==> config.mk <==
export PLATFORM = sky130hd
export DESIGN_NAME = fdiv_iter_flat
export DESIGN_NICKNAME = d
export VERILOG_FILES = /design/src/rtl/fpu_pkg.sv /design/src/rtl/fdiv_iter_if.sv /design/src/rtl/fp_round_pack.sv /design/src/rtl/fdiv_iter.sv /design/src/flat_wrapper.sv
export SDC_FILE = /design/constraint.sdc
export NUM_CORES = 1
export LEC_CHECK = 0
export CAP_MARGIN = 20
export CORE_AREA = 2 2 200 202
export DETAILED_ROUTE_END_ITERATION = 10
export DIE_AREA = 0 0 202 204
export GPL_ROUTABILITY_DRIVEN = 1
export PLACE_DENSITY = 0.5
export SLEW_MARGIN = 20
export SYNTH_ARGS = -nofsm -noshare
export SYNTH_HDL_FRONTEND = slang
export SYNTH_SLANG_ARGS = --single-unit
==> constraint.sdc <==
create_clock -name clk -period 4.38 [get_ports clk]
set_clock_uncertainty 0.1 [all_clocks]
set_input_delay 1.095 -clock clk [delete_from_list [all_inputs] [get_ports clk]]
set_output_delay 1.095 -clock clk [all_outputs]
set_load 0.005 [all_outputs]
==> src/rtl/fpu_pkg.sv <==
// rtl/fpu_pkg.sv - shared single-precision field widths, constants, classes and divider FSM states
package fpu_pkg;

    localparam int EXP_W = 8;
    localparam int MAN_W = 23;
    localparam int BIAS  = 127;

    localparam logic [31:0] QNAN    = 32'h7FC0_0000;
    localparam logic [31:0] POS_INF = 32'h7F80_0000;

    typedef enum logic [1:0] {
        CLS_ZERO,
        CLS_NORM,
        CLS_INF,
        CLS_NAN
    } fp_class_e;

    typedef enum logic [2:0] {
        ST_IDLE,
        ST_UNPACK,
        ST_DIV,
        ST_NORM,
        ST_DONE
    } fdiv_state_e;

    // Exponent 0 always classifies as zero: denormal inputs are flushed.
    function automatic fp_class_e fp_classify(input logic [31:0] x);
        if (x[30:23] == '0)
            return CLS_ZERO;
        if (x[30:23] == '1)
            return (x[22:0] == '0) ? CLS_INF : CLS_NAN;
        return CLS_NORM;
    endfunction

    function automatic logic [MAN_W:0] fp_mantissa(input logic [31:0] x);
        return (x[30:23] == '0) ? '0 : {1'b1, x[MAN_W-1:0]};
    endfunction

endpackage

==> src/rtl/fdiv_iter_if.sv <==
// rtl/fdiv_iter_if.sv - operand/result handshake bundle for fdiv_iter
interface fdiv_iter_if;

    logic        in_valid;
    logic        in_ready;
    logic [31:0] num;
    logic [31:0] den;
    logic        out_valid;
    logic        out_ready;
    logic [31:0] quo;

    modport master (
        output in_valid, num, den, out_ready,
        input  in_ready, out_valid, quo
    );

    modport slave (
        input  in_valid, num, den, out_ready,
        output in_ready, out_valid, quo
    );

endinterface

==> src/rtl/fp_round_pack.sv <==
// rtl/fp_round_pack.sv - normalise, round and pack a 26-bit quotient into an IEEE-754 single
// Rounding to nearest even only when FDIV_ROUND_EN is defined; otherwise truncates.
module fp_round_pack
    import fpu_pkg::*;
(
    input  logic              sign_i,
    input  logic signed [9:0] exp_i,
    input  logic [25:0]       quot_i,
    input  logic              sticky_i,
    output logic [31:0]       word_o
);

    logic [25:0]       q_n;
    logic signed [9:0] e_n;
    logic [24:0]       sig_r;
    logic              unused_w;

`ifdef FDIV_ROUND_EN
    assign unused_w = sig_r[23];
`else
    assign unused_w = ^{sig_r[24:23], q_n[1:0], sticky_i};
`endif

    always_comb begin
        q_n = quot_i;
        e_n = exp_i;
        if (!quot_i[25]) begin
            q_n = {quot_i[24:0], 1'b0};
            e_n = exp_i - 10'sd1;
        end
`ifdef FDIV_ROUND_EN
        // q_n[0] after a shift is unknown, but round|sticky is exactly "remainder nonzero"
        sig_r = {1'b0, q_n[25:2]} + 25'(q_n[1] & (q_n[0] | sticky_i | q_n[2]));
        if (sig_r[24])
            e_n = e_n + 10'sd1;
`else
        sig_r = {1'b0, q_n[25:2]};
`endif
        if (e_n >= 10'sd255)
            word_o = {sign_i, POS_INF[30:0]};
        else if (e_n <= 10'sd0)
            word_o = {sign_i, 31'd0};
        else
            word_o = {sign_i, e_n[EXP_W-1:0], sig_r[MAN_W-1:0]};
    end

endmodule

==> src/rtl/fdiv_iter.sv <==
// rtl/fdiv_iter.sv - fixed-latency radix-2 restoring single-precision divider (num / den)
// FDIV_ROUND_EN selects round-to-nearest-even in fp_round_pack; latency is unaffected.
module fdiv_iter
    import fpu_pkg::*;
#(
    parameter int ITER_PER_CYCLE = 1
) (
    input  logic       clk,
    input  logic       rst_n,
    fdiv_iter_if.slave bus
);

    localparam int         N_DIV    = (26 + ITER_PER_CYCLE - 1) / ITER_PER_CYCLE;
    localparam logic [4:0] CNT_INIT = 5'(N_DIV - 1);

    fdiv_state_e       state_q, state_d;
    fp_class_e         cls_a_q, cls_a_d, cls_b_q, cls_b_d;
    logic [31:0]       num_q, num_d, den_q, den_d, quo_q, quo_d;
    logic              sign_q, sign_d;
    logic signed [9:0] exp_q, exp_d;
    logic [24:0]       rem_q, rem_d;
    logic [23:0]       dsr_q, dsr_d;
    logic [25:0]       quot_q, quot_d;
    logic [4:0]        cnt_q, cnt_d;
    logic [31:0]       packed_w, result_w;

    fp_round_pack u_round_pack (
        .sign_i   (sign_q),
        .exp_i    (exp_q),
        .quot_i   (quot_q),
        .sticky_i (rem_q != '0),
        .word_o   (packed_w)
    );

    always_ff @(posedge clk) begin
        if (!rst_n) begin
            state_q <= ST_IDLE;
            cnt_q   <= '0;
            quo_q   <= '0;
        end else begin
            state_q <= state_d;
            cnt_q   <= cnt_d;
            quo_q   <= quo_d;
        end
    end

    // Working registers are always overwritten before use, so they carry no reset.
    always_ff @(posedge clk) begin
        num_q   <= num_d;
        den_q   <= den_d;
        cls_a_q <= cls_a_d;
        cls_b_q <= cls_b_d;
        sign_q  <= sign_d;
        exp_q   <= exp_d;
        rem_q   <= rem_d;
        dsr_q   <= dsr_d;
        quot_q  <= quot_d;
    end

    always_comb begin
        result_w = packed_w;
        if (cls_a_q == CLS_NAN || cls_b_q == CLS_NAN ||
            (cls_a_q == CLS_ZERO && cls_b_q == CLS_ZERO) ||
            (cls_a_q == CLS_INF && cls_b_q == CLS_INF))
            result_w = QNAN;
        else if (cls_b_q == CLS_ZERO || cls_a_q == CLS_INF)
            result_w = {sign_q, POS_INF[30:0]};
        else if (cls_a_q == CLS_ZERO || cls_b_q == CLS_INF)
            result_w = {sign_q, 31'd0};
    end

    assign bus.quo = quo_q;

    always_comb begin
        state_d       = state_q;
        num_d         = num_q;
        den_d         = den_q;
        cls_a_d       = cls_a_q;
        cls_b_d       = cls_b_q;
        sign_d        = sign_q;
        exp_d         = exp_q;
        rem_d         = rem_q;
        dsr_d         = dsr_q;
        quot_d        = quot_q;
        cnt_d         = cnt_q;
        quo_d         = quo_q;
        bus.in_ready  = (state_q == ST_IDLE);
        bus.out_valid = (state_q == ST_DONE);
        unique case (state_q)
            ST_IDLE: begin
                if (bus.in_valid) begin
                    num_d   = bus.num;
                    den_d   = bus.den;
                    state_d = ST_UNPACK;
                end
            end
            ST_UNPACK: begin
                cls_a_d = fp_classify(num_q);
                cls_b_d = fp_classify(den_q);
                sign_d  = num_q[31] ^ den_q[31];
                exp_d   = $signed({2'b00, num_q[30:23]}) - $signed({2'b00, den_q[30:23]})
                          + 10'(BIAS);
                rem_d   = {1'b0, fp_mantissa(num_q)};
                dsr_d   = fp_mantissa(den_q);
                quot_d  = '0;
                cnt_d   = CNT_INIT;
                state_d = ST_DIV;
            end
            ST_DIV: begin
                // Partial remainder stays below 2*divisor, so 25 bits never overflow.
                for (int i = 0; i < ITER_PER_CYCLE; i++) begin
                    quot_d = {quot_d[24:0], rem_d >= {1'b0, dsr_q}};
                    if (rem_d >= {1'b0, dsr_q})
                        rem_d = rem_d - {1'b0, dsr_q};
                    rem_d = {rem_d[23:0], 1'b0};
                end
                if (cnt_q == '0)
                    state_d = ST_NORM;
                else
                    cnt_d = cnt_q - 5'd1;
            end
            ST_NORM: begin
                quo_d   = result_w;
                state_d = ST_DONE;
            end
            ST_DONE: begin
                if (bus.out_ready)
                    state_d = ST_IDLE;
            end
            default: state_d = ST_IDLE;
        endcase
    end

endmodule

==> src/flat_wrapper.sv <==
// flat-port wrapper written by rule: the top's interface ports become plain ports
module fdiv_iter_flat import fpu_pkg::*;
#(
    parameter int ITER_PER_CYCLE = 1
)
  (clk, rst_n, bus_in_valid, bus_num, bus_den, bus_out_ready, bus_in_ready, bus_out_valid, bus_quo);
  fdiv_iter_if bus_i ();
  input  logic clk;
  input  logic rst_n;
  input wire logic [$bits(bus_i.in_valid)-1:0] bus_in_valid;
  input wire logic [$bits(bus_i.num)-1:0] bus_num;
  input wire logic [$bits(bus_i.den)-1:0] bus_den;
  input wire logic [$bits(bus_i.out_ready)-1:0] bus_out_ready;
  output wire logic [$bits(bus_i.in_ready)-1:0] bus_in_ready;
  output wire logic [$bits(bus_i.out_valid)-1:0] bus_out_valid;
  output wire logic [$bits(bus_i.quo)-1:0] bus_quo;
  assign bus_i.in_valid = bus_in_valid;
  assign bus_i.num = bus_num;
  assign bus_i.den = bus_den;
  assign bus_i.out_ready = bus_out_ready;
  assign bus_in_ready = bus_i.in_ready;
  assign bus_out_valid = bus_i.out_valid;
  assign bus_quo = bus_i.quo;
  fdiv_iter #(.ITER_PER_CYCLE(ITER_PER_CYCLE)) u_core (.clk(clk), .rst_n(rst_n), .bus(bus_i));
endmodule
After elaboration in Yosys (flattened, before gate mapping)
Cells that the tools add are included.
Widths: inputs -> output; s select.
Word-level totals
  register bits: 194
  bits in latches: 0
  RAM bits: 0
  ROM bits: 0
  input bits: 68
  output and inout port bits: 34
  word-level logic and storage cells: 93
  memories kept: 0
Cells by class
  add/subtract/negate cells: 5
  multipliers: 0
  divide/modulo/power cells: 0
  magnitude comparators: 3
  equality and inequality tests: 14
  shifts and indexed selects: 0
  muxes and demuxes: 38
  bitwise logic cells: 1
  reduce and logical (&&, ||, !) cells: 19
Operator list (count)
  $mux 31: 4
  $mux 24: 3
  $pmux 26 s2: 1
  $pmux 25 s2: 1
  $logic_not 23->1: 2
  $mux 32: 1
  $ge 25x24->1: 1
  $mux 25: 1
  $sub 24x24->24: 1
  $eq 8x8->1 const B: 2
  $logic_not 8->1: 2
  $mux 2: 8
  $pmux 3 s5: 1
  $mux 1: 12
  $add 10x8->10 const B: 1
  $ge 10x9->1 const B: 1
  $le 10x1->1 const B: 1
  $mux 10: 1
  $pmux 5 s2: 1
  $sub 10x2->10 const B: 1
  $mux 3: 3
  $sub 8x8->9: 1
  $eq 2x2->1 const B: 4
  $eq 3x2->1 const B: 2
  15 further kinds: 24

Logic depth before layout (Yosys ltp)
Gate-level depths: netlist (run 1).
  word-level depth: 8
  gate-level depth with buffers: 14
  gate-level depth less buffers: 12

By module
From an unflattened synthesis (run 1), not the netlist that was laid out.
Unflattened totals
  cell total of the unflattened synthesis: 944
  area total of the unflattened synthesis: 10430.0 um^2
By module, submodules not included
  fdiv_iter: times used 1, cells an instance 794, area each 9302.7 um^2, seq. area each 5425.2 um^2
  fp_round_pack: times used 1, cells an instance 150, area each 1127.3 um^2, seq. area each 0.0 um^2

Least setup slack after synthesis (run 1)
OpenSTA, ideal clock, no wires.
  path kind: input to register
  start: in bus_in_valid
  end: reg u_core.den_q[0] (enable)
  setup time: 0.429 ns
  arrival: 2.602 ns
  required time: 3.851 ns
  setup slack: 1.250 ns
  stages: 1
  path buffers: 0
  path through: and2_1
On the way
  longest elaborated chain between the ends: 1
RTL lines
  from (decl): line flat_wrapper.sv:10  | input wire logic [$bits(bus_i.in_valid)-1:0] bus_in_valid;
  $reduce_and 2->1 (no line)
  to (signal assigned): line fdiv_iter.sv:50  | den_q <= den_d;
  to (decl): line fdiv_iter.sv:18  | logic [31:0] num_q, num_d, den_q, den_d, quo_q, quo_d;
Every way passes these cells.
A chain may end at the register's enable or synchronous reset.

Final worst setup path (run 1)
  start: reg u_core.rem_q[6]
  end: reg u_core.rem_q[22] (data pin)
On the way
  longest elaborated chain between the ends: 3
  elaborated cells on any way between the ends: 4
  classes of those cells: add/sub (1); order compare (1); mux (2)
RTL lines
  from (decl): line fdiv_iter.sv:21  | logic [24:0] rem_q, rem_d;
  from (signal assigned): line fdiv_iter.sv:55  | rem_q <= rem_d;
  $sub 24x24->24 or $ge 25x24->1 (tied branches): line fdiv_iter.sv:114, fdiv_iter.sv:113
  $mux 24 *: line fdiv_iter.sv:113  | if (rem_d >= {1'b0, dsr_q})
  $pmux 25 s2 *: line fdiv_iter.sv:89  | unique case (state_q)
  net u_core.rem_d[22]: line fdiv_iter.sv:21
The timed path passes the listed nets; every way through them passes the cells marked *.

==> flow_summary.rst, run 1 <==
.. list-table::
   :header-rows: 1

   * - Metric
     - Value
   * - Result of the run
     - finished, final reports clean
   * - Master of the slowest instance on the critical path
     - or4_1
   * - Most common cell in the synthesized netlist
     - edfxtp_1
   * - Routed wire length per instance
     - 14.82 um
   * - Portion of the clock cycle consumed by the worst path in the final layout
     - 75.90%
   * - Setup Fix Bufs, Post-CTS
     - 0
   * - Portion of synthesized cell area occupied by the leading cell type
     - approximately 48%
   * - TritonCTS clock tree
     - done
   * - Most frequent cells after synthesis
     - 154 x edfxtp_1, 63 x nand2_1, 51 x inv_1, 43 x nor2_1, 41 x mux2i_1
   * - Routed Wire Length
     - around 22000 um
   * - Starting DRT DRC Count
     - approximately 330
   * - Count of standard-cell rows
     - 73
   * - Nets in the synthesized netlist
     - ~940
   * - CTS Root Cell
     - clkbuf_16
   * - Required @ worst endpoint
     - around 4600 ps
   * - Filler cell count
     - 4021
   * - MaxCap Viol Count
     - 0
   * - Data arrival time of the critical path
     - roughly 3500 ps
   * - Buf/Inv on CP
     - 1
   * - Unrepaired setup endpoints after global routing
     - no
   * - Worst path cell trace
     - ha_1 > o21a_1 > o21ai_0 > a221o_1 > a21oi_2 > o21ai_2 > a31o_1 > a211o_1 > buf_4 > or4_1 > nand2_1
   * - CTS H-Tree Depth
     - 4
   * - Largest stage delay on the critical path
     - 490 ps
   * - Detailed-route DRC error count
     - 0
   * - Summed instance area of the synthesized netlist
     - about 9600 um2
   * - Number of vias per cell
     - around 4.4
   * - Count of buffers inserted at the top-level ports
     - roughly 100
   * - Largest area contributor in the netlist
     - edfxtp_1
   * - CTS sink cnt
     - between 150 and 200
   * - Largest family of logic cells by synthesized area
     - simple AND/OR/NAND/NOR gates
   * - Final TNS setup
     - 0 ps
   * - Number of hold-slack violations in the final timing report
     - 0
   * - Antenna diodes
     - 0
   * - Overflow after GRT
     - 0
   * - Area overhead of the layout relative to synthesis
     - 23.39%
   * - Post-synthesis cell count
     - approximately 830
   * - Total half-perimeter wirelength after legalization and detailed placement
     - roughly 16000 um
   * - Path class of the lowest-slack min-delay path
     - reg -> reg
   * - Final Max Slew Viols
     - 0
   * - Post-cts hold buffer count
     - 0
   * - Post-synth EDFFs
     - ~150
   * - Critical path fanouts, max
     - 15
   * - Top FF cell, synth
     - edfxtp_1
   * - Largest delay share family, worst path
     - compound AO/OA/AOI/OAI gates
   * - Portion of the post-synthesis area used by sequential elements
     - 56.37%
   * - Clock slew at the register clock pins of the worst setup and hold paths
     - about 80 ps
   * - Register-to-register setup slack
     - 1060 ps
   * - Total global routing track utilization
     - a little over a tenth
   * - Worst slew margin
     - a little over a quarter
   * - Antenna violation net count after detailed routing
     - 0
   * - Asr flop ratio synth
     - 0%
   * - Xor/xnor cell area share of the yosys netlist
     - under 10%
   * - Quantity of gates resized following cts
     - 0
   * - Worst-margin pin slew
     - ~1100 ps
   * - Setup-violating endpoint count in the final report
     - 0
   * - Utilization after layout
     - between 30% and 40%
   * - Maximum clock frequency
     - between 300 and 400 MHz
   * - Synthesized area divided by synthesized cell count
     - between 10 and 15 um2
   * - Min-Delay Startpoint
     - u_core.bus.quo[13]
   * - Maximum number of pins on one net before global-route repair
     - 65
   * - CP Launch Type
     - flip-flop
   * - Number of antenna violations at the first check in global routing
     - 0
   * - Kind of end point of the critical path
     - flip-flop
   * - Worst voltage drop across the vdd grid
     - 0.3158 mV
   * - Yosys warnings
     - 0
   * - Power Density
     - around 660 nW/um2
   * - Fraction of final layout cells sized beyond drive strength 1
     - ~8.5%
   * - Via total after detailed routing
     - between 6000 and 7000
   * - Wire length of the first global-routing pass
     - 34870 um
   * - Chip Width
     - 202 um
   * - Core area
     - roughly 40000 um2
   * - Simple-gate portion of the synthesized area
     - 13.78%
   * - Vias in the first global route
     - ~6400
   * - Last weighted congestion value of the routability-driven placer
     - approximately 0.81
   * - Overall power of the completed layout
     - approximately 0.008 W
   * - Overall die area
     - ~41000 um2
   * - Clock Tree Buf Depth
     - 2
   * - Number of I/O pins
     - between 100 and 150
   * - Share of the synthesized area in compound gates (AO/OA/AOI/OAI)
     - about an eighth
   * - Lkg Pwr
     - around 4.4 nW
   * - Number of storage elements in the synthesis netlist
     - 194
   * - Clock insertion delay at the later pin of the skew report
     - 450 ps
   * - Number of search-and-repair iterations in the first detailed-routing pass
     - 4
   * - Reg-to-Reg Start
     - u_core.rem_q[6]
   * - Clock buffers created by TritonCTS
     - 17
   * - Launching instance or port of the critical path
     - u_core.rem_q[6]
   * - Proportion of synthesized area in mux cells
     - 4.498%
   * - WS Path Type
     - reg -> reg
   * - Adder-cell area share of the yosys netlist
     - under 10%
   * - Dominant cells by area after synthesis
     - edfxtp_1 48%, dfxtp_1 8.3%, ha_1 4.7%, mux2i_1 4.3%, xnor2_1 3.2%
   * - Count of distinct cell types in the synthesized netlist
     - between 60 and 70
   * - Nets
     - between 1000 and 1500
   * - Die extent in y
     - just over 200 um
   * - Starting density of the core
     - 24.56%
   * - Min cycle time layout
     - about 3300 ps
[kinds of logic (layout without fill, tap and decap cells)]
logic type,after synthesis,count (layout)
flops,194,194
compound gates,172,172
fa+ha+maj,38,38
xor+xnor,47,47
simple gates,252,252
buf+inv,85,196
mux,43,43
[final timing paths]
path                         to  cells past startpoint
max reg2reg    u_core.rem_q[22]                     11
min          u_core.bus.quo[13]                      2
min reg2reg  u_core.bus.quo[13]                      2
max            u_core.rem_q[22]                     11
[per-layer routing]
metal,wire length [um],track usage (%),up-vias
met5,0,0,-
met4,294,3.913,0
met3,681,2.200,11
met2,10090,17.24,92
met1,10680,14.51,3051
li1,-,-,3275
[sequential cells by signal (all words and copies together), names as in the netlist, 2 cells and up]
signal and flops:
u_core.cnt_q 5, u_core.bus.quo 32, u_core.den_q 32, u_core.exp_q 10, u_core.cls_a_q 2, u_core.dsr_q 24, u_core.num_q 32, u_core.state_q 3
u_core.rem_q 25, u_core.cls_b_q 2, u_core.quot_q 26
[through the flow]
step                      worst slack, ps  cell area (um2)  hold WS [ps]  cells
after detailed placement             1079            11240         344.3   1435
final                                1056            11880         356.0   1467
after CTS                            1051            11880         362.8   1467
after global placement               1076            11230         337.9   1435
after floorplan                      1250             9624         348.7    831
after global routing                848.5            11880         373.4   1467
[power by group]
group	switching [W]	total [W]	internal (W)	leakage, nW
clock	0.000824	0.00166	0.000838	0.303
sequential	0.000345	0.00304	0.00269	1.78
combinational	0.00182	0.00315	0.00133	2.32
total	0.00299	0.00785	0.00486	4.39
[worst reg2reg max path: stages (launching register included)]
cell and delay [ps]:
edfxtp_1 400, ha_1 430, o21a_1 150, o21ai_0 90, a221o_1 380, a21oi_2 200
o21ai_2 110, a31o_1 250, a211o_1 280, buf_4 220, or4_1 500, nand2_1 80
[cells in the final DEF, fill, tap and decap left out, types with 4 or more instances in the layout]
master	netlist	final
or3_1	6	6
inv_1	51	51
nand2_1	63	62
nor3_1	17	17
nand2b_1	10	10
nor2_1	43	43
o21a_1	4	4
edfxtp_1	154	154
ha_1	36	36
buf_4	1	11
o31ai_1	5	5
dfxtp_1	40	40
o211ai_1	4	4
clkdlybuf4s50_1	0	101
clkinv_8	0	5
and3_1	29	29
nand3_1	9	9
a21oi_1	34	34
a32oi_1	4	4
xor2_1	12	12
o21ai_0	25	25
mux2i_1	41	41
xnor2_1	35	35
clkbuf_16	0	17
a21o_1	15	15
nand4_1	9	9
a21boi_0	4	4
o21bai_1	4	4
o21ai_2	21	21
nor4_1	16	16
o22ai_1	21	21
or4_1	4	4
nand3b_1	4	4
and2_1	27	26
a211oi_1	8	8
[final cells by class]
class | instances | area (um2) | share of cell area [%]
Inverter | 51 | 191.4 | 1.612
Timing Repair Buffer | 113 | 1114 | 9.377
Clock inverter | 15 | 209.0 | 1.760
Sequential cell | 194 | 5425 | 45.69
Clock buffer | 17 | 425.4 | 3.582
Tap cell | 525 | 656.9 | 5.532
Multi-Input combinational cell | 552 | 3854 | 32.45
(Power assumes the default switching activity.)
==> inputs of run 2 (changes only) <==
==> constraint.sdc (replaced) <==
create_clock -name clk -period 3.4 [get_ports clk]
set_clock_uncertainty 0.1 [all_clocks]
set_input_delay 0.85 -clock clk [delete_from_list [all_inputs] [get_ports clk]]
set_output_delay 0.85 -clock clk [all_outputs]
set_load 0.005 [all_outputs]
==> run 2 against run 1 <==
Global-route usage is essentially flat. Routed wire length down 0.11%. Critical path depth shrank 1. Sequential cell count is the same. Critical endpoint unchanged.
==> flow_summary.rst, run 2 (synthesis results as in run 1) <==
.. list-table::
   :header-rows: 1

   * - Metric
     - Value
   * - Detailed-route DRC error count
     - 0 (unchanged)
   * - Total net switching power
     - 0.003876 W (+30%)
   * - CP Launch Type
     - flip-flop
   * - Worst voltage drop across the vdd grid
     - 0.3741 mV (+18%)
   * - Overall die area
     - 41210 um2 (unchanged)
   * - Worst slew margin
     - 44.47% (+17 points)
   * - Worst slack after detailed placement
     - 124.1 ps (-954.9 ps)
   * - Starting density of the core
     - 24.56% (unchanged)
   * - Final TNS setup
     - 0 ps (unchanged)
   * - Worst Setup Slack, final
     - 138.2 ps (-917.4 ps)
   * - Count of standard-cell rows
     - 73 (unchanged)
   * - Portion of the clock cycle consumed by the worst path in the final layout
     - 95.93% (+20 points)
   * - WS Path Type
     - reg -> reg
   * - Routed wire length per instance
     - 14.73 um (-0.65%)
   * - Last weighted congestion value of the routability-driven placer
     - 0.7991 (-0.82%)
   * - Crit-path most repeated cell
     - or4_1
   * - Power share of the sequential group
     - 38.0% (-0.7 points)
   * - CTS Root Cell
     - clkbuf_16
   * - Total global routing track utilization
     - 10.83% (+0.025 points)
   * - Clock insertion delay at the later pin of the skew report
     - 460 ps (about the same)
   * - Kind of end point of the critical path
     - flip-flop
   * - Number of I/O pins
     - 102 (unchanged)
   * - Hold Path Cell Cnt
     - 2 (unchanged)
   * - Maximum clock frequency
     - 306.6 MHz (+1.9%)
   * - Clock buffers created by TritonCTS
     - 17 (unchanged)
   * - Routed Wire Length
     - 21720 um (-0.11%)
   * - Clock Tree Buf Depth
     - 2 (unchanged)
   * - Post-cts hold buffer count
     - 0 (unchanged)
   * - Total half-perimeter wirelength after legalization and detailed placement
     - 16110 um (+1.3%)
   * - Final Max Slew Viols
     - 0 (unchanged)
   * - Nets
     - 1043 (+0.77%)
   * - Most frequent cells in the layout
     - 154 x edfxtp_1, 101 x clkdlybuf4s50_1, 62 x nand2_1
   * - Final standard cell area without fillers
     - 11980 um2 (+0.87%)
   * - Clock slew at the register clock pins of the worst setup and hold paths
     - 80 ps (about the same)
   * - Antenna violation net count after detailed routing
     - 0 (unchanged)
   * - Setup-violating endpoint count in the final report
     - 0 (unchanged)
   * - CTS sink cnt
     - 194 (unchanged)
   * - Overflow after GRT
     - 0 (unchanged)
   * - Core area
     - 39180 um2 (unchanged)
   * - Via total after detailed routing
     - 6504 (+1.2%)
   * - TritonCTS clock tree
     - done
   * - Die extent in y
     - 204 um (unchanged)
   * - Vias in the first global route
     - 6399 (-0.26%)
   * - Number of vias per cell
     - 4.409 (+0.62%)
   * - CTS H-Tree Depth
     - 4 (unchanged)
   * - Min cycle time layout
     - 3262 ps (-62.63 ps)
   * - Most common library cell in the layout ignoring fill and taps
     - edfxtp_1
   * - Path class of the lowest-slack min-delay path
     - reg -> reg
   * - Starting DRT DRC Count
     - 342 (+5.2%)
   * - Quantity of gates resized following cts
     - 0 (unchanged)
   * - Power Density
     - 857.4 nW/um2 (+30%)
   * - Worst path cell trace
     - ha_1 > a21o_1 > a2111oi_0 > a221o_1 > a21oi_2 > or4_1 > a31o_2 > a211oi_1 > or4_1 > nand2_1
   * - Fraction of final layout cells sized beyond drive strength 1
     - 9.263% (+0.77 points)
   * - Area overhead of the layout relative to synthesis
     - 24.47%
   * - Setup Fix Bufs, Post-CTS
     - 0 (unchanged)
   * - Result of the run
     - finished, final reports clean
   * - Data arrival time of the critical path
     - 3370 ps (-170 ps)
   * - Chip Width
     - 202 um (unchanged)
   * - Critical path fanouts, max
     - 5 (-10)
   * - MaxCap Viol Count
     - 0 (unchanged)
   * - Worst-margin pin slew
     - 825.9 ps (-263.4 ps)
   * - Number of antenna violations at the first check in global routing
     - 0 (unchanged)
   * - Number of hold-slack violations in the final timing report
     - 0 (unchanged)
   * - Number of search-and-repair iterations in the first detailed-routing pass
     - 4 (unchanged)
   * - Internal power consumption
     - 0.006394 W (+32%)
   * - Number of cells on the worst reg-to-reg path
     - 10 (-1)
   * - Count of buffers inserted at the top-level ports
     - 101 (unchanged)
   * - Combinational fraction of design power
     - 40.8% (+0.7 points)
   * - Switching Share
     - 37.74% (-0.31 points)
   * - Required @ worst endpoint
     - 3510 ps (-1090 ps)
   * - Largest stage delay on the critical path
     - 490 ps (about the same)
   * - Clock network fraction of total power
     - 21.2% (about the same)
   * - Antenna diodes
     - 0 (unchanged)
   * - Maximum number of pins on one net before global-route repair
     - 40 (-38%)
   * - Placement-stage cell area
     - 11320 um2 (+0.69%)
   * - Unrepaired setup endpoints after global routing
     - no
   * - Lkg Pwr
     - 4.447 nW (+1.2%)
   * - Wire length of the first global-routing pass
     - 34600 um (-0.75%)
   * - Master of the slowest instance on the critical path
     - or4_1
[run 2: cell types whose count changed in the layout (fill, tap and decap cells not counted), sizes merged]
cell | previous run | this run
buf | 12 | 20
clkinv | 6 | 7
clkinvlp | 1 | 0
[run 2: final cells by class]
cell class | instances | area [um2]
well taps | 525 | 656.9
clock inverters | 15 | 222.7
repair buffers | 121 | 1202
inverters | 51 | 191.4
multi-input cells | 552 | 3855
flip-flops and latches | 194 | 5425
clock buffers | 17 | 425.4
fillers | 4009 | 27200
[run 2: final timing paths]
path	startpoint	endpoint	slack (ps)
worst min-delay path	u_core.bus.quo[9]	u_core.bus.quo[9]	360
worst min register to register	u_core.bus.quo[9]	u_core.bus.quo[9]	360
worst max-delay path	u_core.rem_q[4]	u_core.rem_q[22]	140
worst max register to register	u_core.rem_q[4]	u_core.rem_q[22]	140
[run 2: per-layer routing]
layer  up-vias  wire length, um  GRT usage (%)
li1       3293                -              -
met1      3090            10590          14.48
met2       101            10100          17.24
met3        20              615          2.105
met4         0              415          4.333
met5         -                0              0
[run 2: stage by stage]
stage          hold slack [ps]  instances  power [W]  util, %
2_1_floorplan            348.7        831   0.006955        -
3_3_place_gp             339.6       1443   0.008121    28.89
3_5_place_dp             344.0       1443   0.008158    28.89
4_1_cts                  362.9       1475    0.01040    30.54
5_1_grt                  373.1       1475    0.01103    30.57
6_report                 357.4       1475    0.01027    30.57
[run 2: power groups by stage]
stage	Sequential (W)	Combinational (W)	Clock [W]
detailed placement	0.00396	0.00419	0
global route	0.00400	0.00469	0.00234
CTS	0.00391	0.00422	0.00227
finish	0.00390	0.00419	0.00218
floorplan	0.00379	0.00316	0
global placement	0.00396	0.00417	0
[run 2: critical path, delay by kind of cell, from the launching register on]
kind                     cells  cell delay (ps)
flip-flops                   1              390
AND/OR/NAND/NOR              3              700
adder cells (fa/ha/maj)      1              370
AO/OA/AOI/OAI                6             1470
==> inputs of run 3 (changes only) <==
==> constraint.sdc (replaced) <==
create_clock -name clk -period 4.2 [get_ports clk]
set_clock_uncertainty 0.1 [all_clocks]
set_input_delay 1.05 -clock clk [delete_from_list [all_inputs] [get_ports clk]]
set_output_delay 1.05 -clock clk [all_outputs]
set_load 0.005 [all_outputs]
==> run 3 against run 2 <==
Routed wire length fell by 0.25%. Worst hold slack worse by 3.5 ps. Global-route usage grew 0.13 points. Power shrank 21%. Register-to-register slack gained 710 ps. Sequential share of layout area grew 0.48 points. Largest power group unchanged. First-iteration DRC count down 11%. Non-clock buffer count down 6. Utilization down 0.32 points. Cell area decreased by 1.1%. Combinational power decreased by 22%. Critical path type unchanged.
==> flow_summary.rst, run 3 (synthesis results as in run 1) <==
.. list-table::
   :header-rows: 1

   * - Metric
     - Value
   * - Area overhead of the layout relative to synthesis
     - 23.15%
   * - Number of vias per cell
     - 4.368 (-0.95%)
   * - CP Launch Type
     - flip-flop
   * - Power Density
     - 684.1 nW/um2 (-20%)
   * - Die extent in y
     - 204 um (unchanged)
   * - Worst slew margin
     - 35.40% (-9.1 points)
   * - Number of hold-slack violations in the final timing report
     - 0 (unchanged)
   * - Antenna violation net count after detailed routing
     - 0 (unchanged)
   * - Number of cells on the worst reg-to-reg path
     - 11 (+1)
   * - Last weighted congestion value of the routability-driven placer
     - 0.8154 (+2.0%)
   * - Number of I/O pins
     - 102 (unchanged)
   * - MaxCap Viol Count
     - 0 (unchanged)
   * - Most common library cell in the layout ignoring fill and taps
     - edfxtp_1
   * - Reg-to-Reg Start
     - u_core.rem_q[4]
   * - Fraction of final layout cells sized beyond drive strength 1
     - 8.475% (-0.79 points)
   * - Core area
     - 39180 um2 (unchanged)
   * - Setup-violating endpoint count in the final report
     - 0 (unchanged)
   * - CTS Root Cell
     - clkbuf_16
   * - Count of standard-cell rows
     - 73 (unchanged)
   * - Post-cts hold buffer count
     - 0 (unchanged)
   * - Clock Tree Buf Depth
     - 2 (unchanged)
   * - Clock slew at the register clock pins of the worst setup and hold paths
     - 80 ps (about the same)
   * - Antenna diodes
     - 0 (unchanged)
   * - Overflow after GRT
     - 0 (unchanged)
   * - Most frequent cells in the layout
     - 154 x edfxtp_1, 101 x clkdlybuf4s50_1, 62 x nand2_1
   * - Largest stage delay on the critical path
     - 440 ps (-50 ps)
   * - Register-to-register setup slack
     - 850 ps (+710 ps)
   * - Setup Fix Bufs, Post-CTS
     - 0 (unchanged)
   * - Starting density of the core
     - 24.56% (unchanged)
   * - Starting DRT DRC Count
     - 306 (-11%)
   * - Reg-to-reg critical path endpoint
     - u_core.rem_q[2]
   * - Routed wire length per instance
     - 14.75 um (+0.15%)
   * - Clock insertion delay at the later pin of the skew report
     - 440 ps (-20 ps)
   * - Worst voltage drop across the vdd grid
     - 0.3081 mV (-18%)
   * - Master of the slowest instance on the critical path
     - a2111oi_0
   * - Path class of the lowest-slack min-delay path
     - reg -> reg
   * - Critical path fanouts, max
     - 15 (+10)
   * - Lkg Pwr
     - 4.387 nW (-1.4%)
   * - Chip Width
     - 202 um (unchanged)
   * - Via total after detailed routing
     - 6416 (-1.4%)
   * - CTS H-Tree Depth
     - 4 (unchanged)
   * - Final Max Slew Viols
     - 0 (unchanged)
   * - WS Path Type
     - reg -> reg
   * - Number of search-and-repair iterations in the first detailed-routing pass
     - 4 (unchanged)
   * - Routed Wire Length
     - 21670 um (-0.25%)
   * - Number of antenna violations at the first check in global routing
     - 0 (unchanged)
   * - Portion of the clock cycle consumed by the worst path in the final layout
     - 79.87% (-16 points)
   * - TritonCTS clock tree
     - done
   * - Detailed-route DRC error count
     - 0 (unchanged)
   * - Required @ worst endpoint
     - 4390 ps (+880 ps)
   * - Data arrival time of the critical path
     - 3550 ps (+180 ps)
   * - Nets
     - 1037 (-0.58%)
   * - Worst path cell trace
     - ha_1 > a21o_1 > a2111oi_0 > a221o_1 > a21oi_2 > o21ai_2 > a31o_1 > a211o_1 > buf_4 > mux2_2 > o22ai_1
   * - Vias in the first global route
     - 6439 (+0.63%)
   * - Quantity of gates resized following cts
     - 0 (unchanged)
   * - Total half-perimeter wirelength after legalization and detailed placement
     - 16120 um (about the same)
   * - Worst setup path endpoint
     - u_core.rem_q[2]
   * - Overall die area
     - 41210 um2 (unchanged)
   * - Kind of end point of the critical path
     - flip-flop
   * - Maximum clock frequency
     - 298.1 MHz (-2.8%)
   * - Worst-margin pin slew
     - 967.6 ps (+141.7 ps)
   * - Total global routing track utilization
     - 10.96% (+0.13 points)
   * - Launching instance or port of the critical path
     - u_core.rem_q[4]
   * - Unrepaired setup endpoints after global routing
     - no
   * - Wire length of the first global-routing pass
     - 35050 um (+1.3%)
   * - Maximum number of pins on one net before global-route repair
     - 40 (unchanged)
   * - Worst hold-check slack
     - 353.9 ps (-3.462 ps)
   * - Final TNS setup
     - 0 ps (unchanged)
   * - Min cycle time layout
     - 3355 ps (+92.90 ps)
   * - Result of the run
     - finished, final reports clean
   * - CTS sink cnt
     - 194 (unchanged)
   * - Clock buffers created by TritonCTS
     - 17 (unchanged)
   * - Count of buffers inserted at the top-level ports
     - 101 (unchanged)
## run 3: cell types whose count changed in the layout (fill, tap and decap cells not counted), sizes merged
| cell | before | now |
|---|---|---|
| buf | 20 | 14 |
| clkinv | 7 | 4 |
| clkinvlp | 0 | 2 |
| clkbuf | 17 | 18 |
## run 3: final cells by class
type,count,area (um2)
Fill cell,3989,27330
Sequential cell,194,5425
Multi-Input combinational cell,552,3854
Timing Repair Buffer,115,1132
Tap cell,525,656.9
Clock buffer,18,429.2
Inverter,51,191.4
Clock inverter,14,163.9
## run 3: worst max-delay path, delay by kind of cell, from the launching register on
kind | cells | cell delay, ps
AO/OA/AOI/OAI | 8 | 1710
adder cells (fa/ha/maj) | 1 | 360
buffers and inverters | 1 | 260
flip-flops | 1 | 390
multiplexers | 1 | 370
## run 3: through the flow
stage                     area (um2)  setup slack, ps  total power [W]  utilization [%]  instances
after CTS                      11850            825.3         0.008229            30.25       1469
after global routing           11850            551.1         0.008755            30.25       1469
final                          11850            845.3         0.008108            30.25       1469
after floorplan                 9624             1115         0.005630                -        831
after detailed placement       11260            848.9         0.006523            28.74       1437
after global placement         11240            886.8         0.006483            28.69       1436
## run 3: power by group
group / switching, W / internal, W / total (W)
registers: 0.000375 / 0.00281 / 0.00319
logic: 0.00186 / 0.00140 / 0.00326
clock network: 0.000809 / 0.000851 / 0.00166
total: 0.00305 / 0.00506 / 0.00811
## run 3: per-layer routing
| layer | global-route usage (%) | vias up | wire, um |
|---|---|---|---|
| met5 | 0 | - | 0 |
| met3 | 2.216 | 20 | 684 |
| met1 | 14.72 | 3018 | 10540 |
| met2 | 17.23 | 112 | 9982 |
| met4 | 4.543 | 0 | 461 |
| li1 | - | 3266 | - |
## run 3: worst min path at each step
stage	from	endpoint	cells after the start
after floorplan	u_core.bus.quo[14]	u_core.bus.quo[14]	2
after global placement	u_core.bus.quo[5]	u_core.bus.quo[5]	2
after detailed placement	u_core.bus.quo[9]	u_core.bus.quo[9]	2
final	u_core.bus.quo[9]	u_core.bus.quo[9]	2
after global routing	u_core.bus.quo[5]	u_core.bus.quo[5]	2
after CTS	u_core.bus.quo[9]	u_core.bus.quo[9]	2
